File: config.mk
export PLATFORM = sky130hd
export DESIGN_NAME = sdram_arbiter
export DESIGN_NICKNAME = d
export VERILOG_FILES = /design/src/rtl/sdram_arb_pkg.sv /design/src/rtl/sdram_arb_watchdog.sv /design/src/rtl/sdram_arbiter.sv
export SDC_FILE = /design/constraint.sdc
export NUM_CORES = 1
export LEC_CHECK = 0
export CAP_MARGIN = 0
export CORE_MARGIN = 2
export CORE_UTILIZATION = 45
export DETAILED_ROUTE_END_ITERATION = 6
export PLACE_DENSITY = 0.87
export SLEW_MARGIN = 15
export SYNTH_ARGS = -nofsm -noshare
export SYNTH_HDL_FRONTEND = slang
export SYNTH_SLANG_ARGS = --single-unit
File: constraint.sdc
create_clock -name clk -period 2.6 [get_ports clk]
set_input_delay 0.39 -clock clk [delete_from_list [all_inputs] [get_ports clk]]
set_output_delay 0.39 -clock clk [all_outputs]
set_load 0.005 [all_outputs]
File: src/rtl/sdram_arb_pkg.sv
// Shared definitions for the two-port SDRAM command arbiter: FSM state encoding
// and requester port indices.
package sdram_arb_pkg;

    typedef enum logic [1:0] {
        IDLE   = 2'd0,
        ACTIVE = 2'd1,
        DRAIN  = 2'd2,
        DONE   = 2'd3
    } state_t;

    localparam logic PORT_A = 1'b0;
    localparam logic PORT_B = 1'b1;

endpackage

File: src/rtl/sdram_arb_watchdog.sv
// Idle-cycle watchdog: counts enabled cycles without a clear and flags expiry
// on the cycle the count would reach TIMEOUT.
module sdram_arb_watchdog #(
    parameter int TIMEOUT       = 1024,
    parameter int TIMEOUT_WIDTH = 16
) (
    input  logic clk,
    input  logic rst,
    input  logic i_enable,
    input  logic i_clear,
    output logic o_expire
);

    logic [TIMEOUT_WIDTH-1:0] r_count;

    // Expiry is combinational so the owner can abort on the same edge the limit is hit.
    assign o_expire = i_enable && !i_clear && (r_count == TIMEOUT_WIDTH'(TIMEOUT - 1));

    always_ff @(posedge clk) begin
        if (rst || !i_enable || i_clear || o_expire) begin
            r_count <= '0;
        end else begin
            r_count <= r_count + TIMEOUT_WIDTH'(1);
        end
    end

endmodule

File: src/rtl/sdram_arbiter.sv
// Round-robin scheduler sharing one SDRAM controller command interface between
// two requesters, with a per-grant word count and a beat watchdog.
module sdram_arbiter
    import sdram_arb_pkg::*;
#(
    parameter int ADDR_WIDTH    = 22,
    parameter int COUNT_WIDTH   = 8,
    parameter int TIMEOUT       = 1024,
    parameter int TIMEOUT_WIDTH = 16
) (
    input  logic                   clk,
    input  logic                   rst,
    input  logic                   a_req,
    input  logic                   a_write,
    input  logic [ADDR_WIDTH-1:0]  a_address,
    input  logic [COUNT_WIDTH-1:0] a_count,
    output logic                   a_grant,
    output logic                   a_done,
    input  logic                   b_req,
    input  logic                   b_write,
    input  logic [ADDR_WIDTH-1:0]  b_address,
    input  logic [COUNT_WIDTH-1:0] b_count,
    output logic                   b_grant,
    output logic                   b_done,
    input  logic                   sdram_ready,
    input  logic                   beat,
    output logic                   write_en,
    output logic                   read_en,
    output logic [ADDR_WIDTH-1:0]  address,
    output logic                   owner,
    output logic                   busy,
    output logic                   timeout_err
);

    state_t                 r_state,     w_state_nxt;
    logic                   r_ptr,       w_ptr_nxt;
    logic                   r_owner,     w_owner_nxt;
    logic                   r_write,     w_write_nxt;
    logic [ADDR_WIDTH-1:0]  r_address,   w_address_nxt;
    logic [COUNT_WIDTH-1:0] r_remaining, w_remaining_nxt;
    logic                   r_busy,      w_busy_nxt;
    logic                   r_wen,       w_wen_nxt;
    logic                   r_ren,       w_ren_nxt;
    logic                   r_done_a,    w_done_a_nxt;
    logic                   r_done_b,    w_done_b_nxt;
    logic                   r_tmo,       w_tmo_nxt;

    logic                   w_sel;
    logic                   w_sel_write;
    logic [ADDR_WIDTH-1:0]  w_sel_address;
    logic [COUNT_WIDTH-1:0] w_sel_count;
    logic                   w_expire;

    // Contention goes to the pointer; a lone requester always wins.
    assign w_sel         = (a_req && b_req) ? r_ptr : (b_req ? PORT_B : PORT_A);
    assign w_sel_write   = (w_sel == PORT_B) ? b_write   : a_write;
    assign w_sel_address = (w_sel == PORT_B) ? b_address : a_address;
    assign w_sel_count   = (w_sel == PORT_B) ? b_count   : a_count;

    sdram_arb_watchdog #(
        .TIMEOUT       (TIMEOUT),
        .TIMEOUT_WIDTH (TIMEOUT_WIDTH)
    ) u_watchdog (
        .clk      (clk),
        .rst      (rst),
        .i_enable (r_state == ACTIVE),
        .i_clear  (beat),
        .o_expire (w_expire)
    );

    always_ff @(posedge clk) begin
        if (rst) begin
            r_state     <= IDLE;
            r_ptr       <= PORT_A;
            r_owner     <= PORT_A;
            r_write     <= 1'b0;
            r_address   <= '0;
            r_remaining <= '0;
            r_busy      <= 1'b0;
            r_wen       <= 1'b0;
            r_ren       <= 1'b0;
            r_done_a    <= 1'b0;
            r_done_b    <= 1'b0;
            r_tmo       <= 1'b0;
        end else begin
            r_state     <= w_state_nxt;
            r_ptr       <= w_ptr_nxt;
            r_owner     <= w_owner_nxt;
            r_write     <= w_write_nxt;
            r_address   <= w_address_nxt;
            r_remaining <= w_remaining_nxt;
            r_busy      <= w_busy_nxt;
            r_wen       <= w_wen_nxt;
            r_ren       <= w_ren_nxt;
            r_done_a    <= w_done_a_nxt;
            r_done_b    <= w_done_b_nxt;
            r_tmo       <= w_tmo_nxt;
        end
    end

    always_comb begin
        w_state_nxt     = r_state;
        w_ptr_nxt       = r_ptr;
        w_owner_nxt     = r_owner;
        w_write_nxt     = r_write;
        w_address_nxt   = r_address;
        w_remaining_nxt = r_remaining;
        w_busy_nxt      = r_busy;
        w_wen_nxt       = r_wen;
        w_ren_nxt       = r_ren;
        w_done_a_nxt    = 1'b0;
        w_done_b_nxt    = 1'b0;
        w_tmo_nxt       = 1'b0;

        case (r_state)
            IDLE: begin
                if (sdram_ready && (a_req || b_req)) begin
                    w_owner_nxt     = w_sel;
                    w_write_nxt     = w_sel_write;
                    w_address_nxt   = w_sel_address;
                    w_remaining_nxt = w_sel_count;
                    w_busy_nxt      = 1'b1;
                    // A zero-length request is acknowledged without touching the controller.
                    if (w_sel_count == '0) begin
                        w_state_nxt = DONE;
                    end else begin
                        w_state_nxt = ACTIVE;
                        w_wen_nxt   = w_sel_write;
                        w_ren_nxt   = !w_sel_write;
                    end
                end
            end
            ACTIVE: begin
                if (beat) begin
                    w_remaining_nxt = r_remaining - COUNT_WIDTH'(1);
                    if (r_remaining == COUNT_WIDTH'(1)) begin
                        w_wen_nxt   = 1'b0;
                        w_ren_nxt   = 1'b0;
                        w_state_nxt = DRAIN;
                    end
                end else if (w_expire) begin
                    w_tmo_nxt   = 1'b1;
                    w_wen_nxt   = 1'b0;
                    w_ren_nxt   = 1'b0;
                    w_state_nxt = DRAIN;
                end
            end
            DRAIN: begin
                if (sdram_ready) begin
                    w_state_nxt = DONE;
                end
            end
            DONE: begin
                w_busy_nxt   = 1'b0;
                w_done_a_nxt = (r_owner == PORT_A);
                w_done_b_nxt = (r_owner == PORT_B);
                w_ptr_nxt    = ~r_owner;
                w_state_nxt  = IDLE;
            end
            default: begin
                w_state_nxt = IDLE;
            end
        endcase
    end

    assign a_grant     = r_busy && (r_owner == PORT_A);
    assign b_grant     = r_busy && (r_owner == PORT_B);
    assign a_done      = r_done_a;
    assign b_done      = r_done_b;
    assign write_en    = r_wen;
    assign read_en     = r_ren;
    assign address     = r_address;
    assign owner       = r_owner;
    assign busy        = r_busy;
    assign timeout_err = r_tmo;

endmodule
==> metrics, run 1 <==
status complete, no violations; Pwr Total approximately 3.2 mW; worst-margin pin slew 627 ps; hold path cells 1; maximum VDD drop 0.462 mV; critical path cell sequence or4_1, or4_4, a211oi_4, o21ai_2, mux2_4; CTS tree done; RSZ-0062 raised after global routing false; final worst slack between 300 and 400 ps; pwr/cell area 797 mW/mm^2; I/O Pins 99; peak per-stage delay on the critical path approximately 550 ps; multi-input logic area 0.00160 sq mm; All-Layer GR Usage 20.7%; CTS Buf Count 5; Syn Std Cell Area between 0.002 and 0.003 sq mm; Worst Setup Start Kind flop; main flop type after synthesis dfxtp_1; asr flop ratio synth 0%; number of synthesized register bits between 50 and 60; DRC errors left 0; RR Startpoint u_watchdog.r_count[10]; period utilization ~90%; share of cells above drive strength 1 7.00%; htree depth 2; min cycle time layout 2300 ps; first-pass GRT wire length ~12000 um; largest net degree at the start of global routing 47; final setup violation count 0; Synth Warn # 0; drt total wl around 7200 um; Syn Inst Count 320; die area between 0.006 and 0.007 sq mm; DR WL/cell approximately 15 um; Synth top area share between 30% and 40%; switching power total 1.15 mW; routed vias/inst around 5.3; Max stage delay cell, worst path or4_1; fillcell total approximately 500; DR vias approximately 2600; share of power burned in registers 37.0%; clk buf depth 2; Antenna diodes 0; Slew Viols, Final 0; family with the most delay on the worst path simple AND/OR/NAND/NOR gates; top post-synthesis cells by area dfxtp_1, mux2i_1, a211oi_1; max_slew headroom 57.8%; type of the worst setup path reg2reg; cell-internal power 2.02 mW; synth-to-layout area growth 41.3%; Leak 1.53 nW; chip width between 80 and 90 um; dpl ws about 310 ps; Max-Cap Viols 0; Yosys cell types 44; FF-to-FF End write_en; Worst R2R Setup Slack roughly 300 ps; Req. time, crit path approximately 2800 ps; Switching Share between 30% and 40%; arrival time at the worst endpoint around 2500 ps; initial drt markers 130; setup bufs post-CTS 0; clk sinks 56; Die H 83.1 um; worst r2r path cells 5; Sequential Area between 0.001 and 0.0015 sq mm; f_max roughly 440 MHz; number of global-route vias before repair ~2600; setup_tns 0 ps; root buf cell clkbuf_8; Yosys top cell by area dfxtp_1; worst-skew pair later-pin latency 320 ps; global placer's final weighted congestion 0.919; EDFF count, synth 0; CP Max Fanout 5; Antenna Nets Post-Route 0; global route total overflow 0; hold_sp u_watchdog.r_count[0]; CTS Hold Buffers Added 0; Setup crit end kind flop; hpwl dp 5380 um; average size of a mapped cell around 9 sq um; WHS Endpoint u_watchdog.r_count[0]; Clock power frac 18.3%; sequential-to-total area share from yosys stat between 30% and 40%; initial antenna violation count 0; Rows 28; Comb pwr share between 40% and 50%; final clock skew ~8 ps; WP buf/inv 0; hold crit path type reg2reg; post-cts sizing count 0; Fin. Hold Viols 0; Reg clk slew, reported paths ~100 ps; Core ar. approximately 0.006 sq mm; post-synth net total 396; Initial Utilization around 47%; Layout Nets between 400 and 500; Port Buffers 98; Pre-antenna DRT Iters 4
-- registers in the layout (all words and copies together), names as in the netlist --
name and count:
a_done 1, address 22, b_done 1, busy 1, owner 1, r_ptr 1, r_remaining 8, r_state 2
read_en 1, timeout_err 1, u_watchdog.r_count 16, write_en 1
-- placed cells by master, fill, tap and decap left out, drive strengths merged, types with 4 or more instances in the layout --
master,n
nand2b,4
xor2,8
inv,9
mux2i,26
a21oi,10
nand3,4
clkbuf,5
clkdlybuf4s50,98
buf,6
nor4,6
mux2,8
nand2,21
nand4,5
nor2,53
dfxtp,56
xnor2,5
nor2b,6
o21ai,13
a211oi,30
ha,8
-- cells by family after synthesis --
family                   Yosys count  synth area share, %
AO/OA/AOI/OAI                     64                 16.0
XOR/XNOR                          13                 4.04
adder cells (fa/ha/maj)            8                 3.55
buffers and inverters             27                 3.73
flip-flops                        56                 39.8
multiplexers                      34                 12.6
AND/OR/NAND/NOR                  118                 20.3
-- power groups by stage --
stage / combinational (mW) / clock (mW) / sequential (mW)
CTS: 1.42 / 0.588 / 1.17
global placement: 1.37 / 0 / 1.18
global route: 1.58 / 0.617 / 1.20
finish: 1.42 / 0.582 / 1.17
detailed placement: 1.41 / 0 / 1.19
floorplan: 0.885 / 0 / 1.17
-- stage by stage --
| stage | util, % | std cells | area (sq um) | hold slack, ps |
|---|---|---|---|---|
| final | 66.5 | 489 | 3980 | 451 |
| after global routing | 66.5 | 489 | 3980 | 475 |
| after CTS | 66.5 | 489 | 3980 | 455 |
| after detailed placement | 64.6 | 481 | 3870 | 437 |
| after global placement | 64.6 | 481 | 3870 | 428 |
| after floorplan | - | 320 | 2820 | 418 |
-- cell type report --
cell class	count	share of cell area, %
Multi-Input combinational cell	237	40.1
Sequential cell	56	28.1
Timing Repair Buffer	104	25.8
Tap cell	75	2.36
Clock buffer	5	1.73
Clock inverter	3	1.07
Inverter	9	0.848
-- synthesized netlist by cell type (all sizes together) (5+ instances only) --
cell    number
nor2b        6
nand4        5
nor2        53
xor2         8
inv          9
nand2       21
nor4         6
mux2i       26
o21ai       13
mux2         8
xnor2        5
dfxtp       56
a21oi       10
a211oi      30
clkbuf      15
ha           8
-- worst max path at each step --
stage,from,end,slack (ps),cells after the start
floorplan,u_watchdog.r_count[10],write_en,440,5
global placement,u_watchdog.r_count[10],write_en,380,5
detailed placement,u_watchdog.r_count[10],write_en,310,5
CTS,u_watchdog.r_count[10],write_en,310,5
global route,u_watchdog.r_count[10],r_state[0],210,5
finish,u_watchdog.r_count[10],write_en,300,5
-- metal layers --
| layer | vias up | wire length [um] | GRT usage (%) |
|---|---|---|---|
| li1 | 1319 | - | - |
| met1 | 1200 | 2960 | 22.9 |
| met2 | 86 | 3740 | 38.4 |
| met3 | 9 | 454 | 4.77 |
| met4 | 0 | 87 | 7.60 |
| met5 | - | 0 | 0 |
No activity file was read; power rests on OpenSTA's default activity.
==> run 2: changes to the inputs <==
CORE_MARGIN = 10   (was 2)
==> run 2 against run 1 <==
Global-route usage fell by 4.9 points. First-iteration DRC count decreased by 6.2%. Setup slack got worse by 31 ps. Wire length rose by 13%. Non-clock buffer count down 1. Die area increased by 42%. Clock-buffer cell count is 3 higher. Critical endpoint unchanged. Largest cell class unchanged.
==> metrics, run 2 (synthesized netlist as in run 1, its figures left out) <==
routed vias/inst 5.54; CP Max Fanout 5; Layout Nets 488; type of the worst setup path reg2reg; setup bufs post-CTS 0; Worst Setup Start Kind flop; Die H between 90 and 100 um; DRC errors left 0; clk sinks between 50 and 60; most frequent cells in the layout clkdlybuf4s50_1, dfxtp_1, nor2_1, a211oi_1, mux2i_1; largest net degree at the start of global routing 47; worst r2r path cells 5; DR WL/cell 16.8 um; final clock skew around 8.0 ps; arrival time at the worst endpoint roughly 2500 ps; post-cts sizing count 0; Rows 28; hold path cells 1; fin cells between 400 and 500; synth-to-layout area growth 40.7%; first-pass GRT wire length around 13000 um; CTS tree done; CTS Hold Buffers Added 0; Initial Utilization between 40% and 50%; Req. time, crit path 2800 ps; Slew Viols, Final 0; global placer's final weighted congestion between 0.8 and 0.9; max_slew headroom between 30% and 40%; share of cells above drive strength 1 6.54%; root buf cell clkbuf_8; fillcell total roughly 490; All-Layer GR Usage between 15 and 20%; Worst R2R Setup Slack between 200 and 300 ps; multi-input logic area between 0.0015 and 0.002 sq mm; met2 Resource Use GR between 20 and 30%; GRT met3 Usage 4.57%; worst-skew pair later-pin latency 300 ps; I/O Pins roughly 100; global route total overflow 0; status complete, no violations; worst hold margin 479 ps; Pre-antenna DRT Iters 4; drt total wl between 8000 and 9000 um; number of global-route vias before repair ~2700; Antenna Nets Post-Route 0; M1 GR Usage roughly 16%; Max-Cap Viols 0; placed cell count between 400 and 500; chip width 99.1 um; final worst slack 273 ps; Port Buffers 98; DR vias between 2000 and 3000; htree depth 2; final setup violation count 0; min cycle time layout 2330 ps; hold crit path type reg2reg; Sequential Area 0.00112 sq mm; f_max ~430 MHz; busiest grt layer met2; Core ar. between 0.005 and 0.006 sq mm; period utilization about nine tenths; fin util between 60% and 70%; setup_tns 0 ps; Leak ~1.5 nW; commonest non-fill, non-tap cell in the layout clkdlybuf4s50_1; clk buf depth 2; post-route cell area 0.00396 sq mm; Pwr Total 3.10 mW; CTS Buf Count 5; placed inst area just under 0.004 sq mm; Antenna diodes 0; hold_sp u_watchdog.r_count[0]; pwr/cell area 783 mW/mm^2; WHS Endpoint u_watchdog.r_count[0]; Reg clk slew, reported paths around 90 ps; worst-margin pin slew 959 ps; Fin. Hold Viols 0; RR Startpoint u_watchdog.r_count[10]; Setup crit end kind flop; dpl ws about 90 ps; maximum VDD drop 0.468 mV; die area 0.00983 sq mm; initial antenna violation count 0; FF-to-FF End write_en; initial drt markers about 120; RSZ-0062 raised after global routing false; Largest register FFs 22; hpwl dp ~6400 um
## run 2: cell types whose count changed in the layout (fill, tap and decap cells not counted)
cell / delta
bufinv_16: -1
buf_4: -1
clkinvlp_4: -1
nor2_4: +1
clkinv_2: -1
nor2_2: -1
a211oi_1: -1
clkbuf_8: +1
a211oi_2: +1
clkbuf_1: +2
## run 2: critical path: stages (launching register included)
cell      delay [ps]
dfxtp_1          360
or4_1            540
or4_4            530
a211oi_4         350
o21ai_2          140
mux2_4           310
## run 2: worst max-delay path by stage
stage                     endpoint              startpoint  depth (start not counted)
floorplan                 write_en  u_watchdog.r_count[10]                          5
global placement    r_remaining[2]                   b_req                          5
detailed placement  r_remaining[2]                   b_req                          5
CTS                 r_remaining[7]              r_state[1]                          6
global route           address[15]              r_state[0]                          6
finish                    write_en  u_watchdog.r_count[10]                          5
## run 2: layout make-up
type                            count  share of cell area, %
Clock buffer                        8                   2.27
Sequential cell                    56                   28.3
Inverter                            9                  0.852
Tap cell                           75                   2.37
Multi-Input combinational cell    237                   40.5
Timing Repair Buffer              103                   25.7
## run 2: metal layers
| layer | vias to the layer above | share of wire [%] |
|---|---|---|
| met2 | 86 | 54 |
| met1 | 1284 | 38 |
| met4 | 0 | 1.6 |
| met3 | 10 | 6.5 |
| met5 | - | 0 |
| li1 | 1323 | - |
## run 2: power breakdown
group	switching [mW]	leakage, nW	internal, mW
Clock	0.267	0.0455	0.218
Sequential	0.134	0.458	1.04
Combinational	0.759	1.02	0.684
==> run 3: changes to the inputs <==
CTS_CLUSTER_SIZE = 8   (was not set)
==> results of run 3 <==
Same layout as run 2: the final DEF is identical, and so are final timing and power.
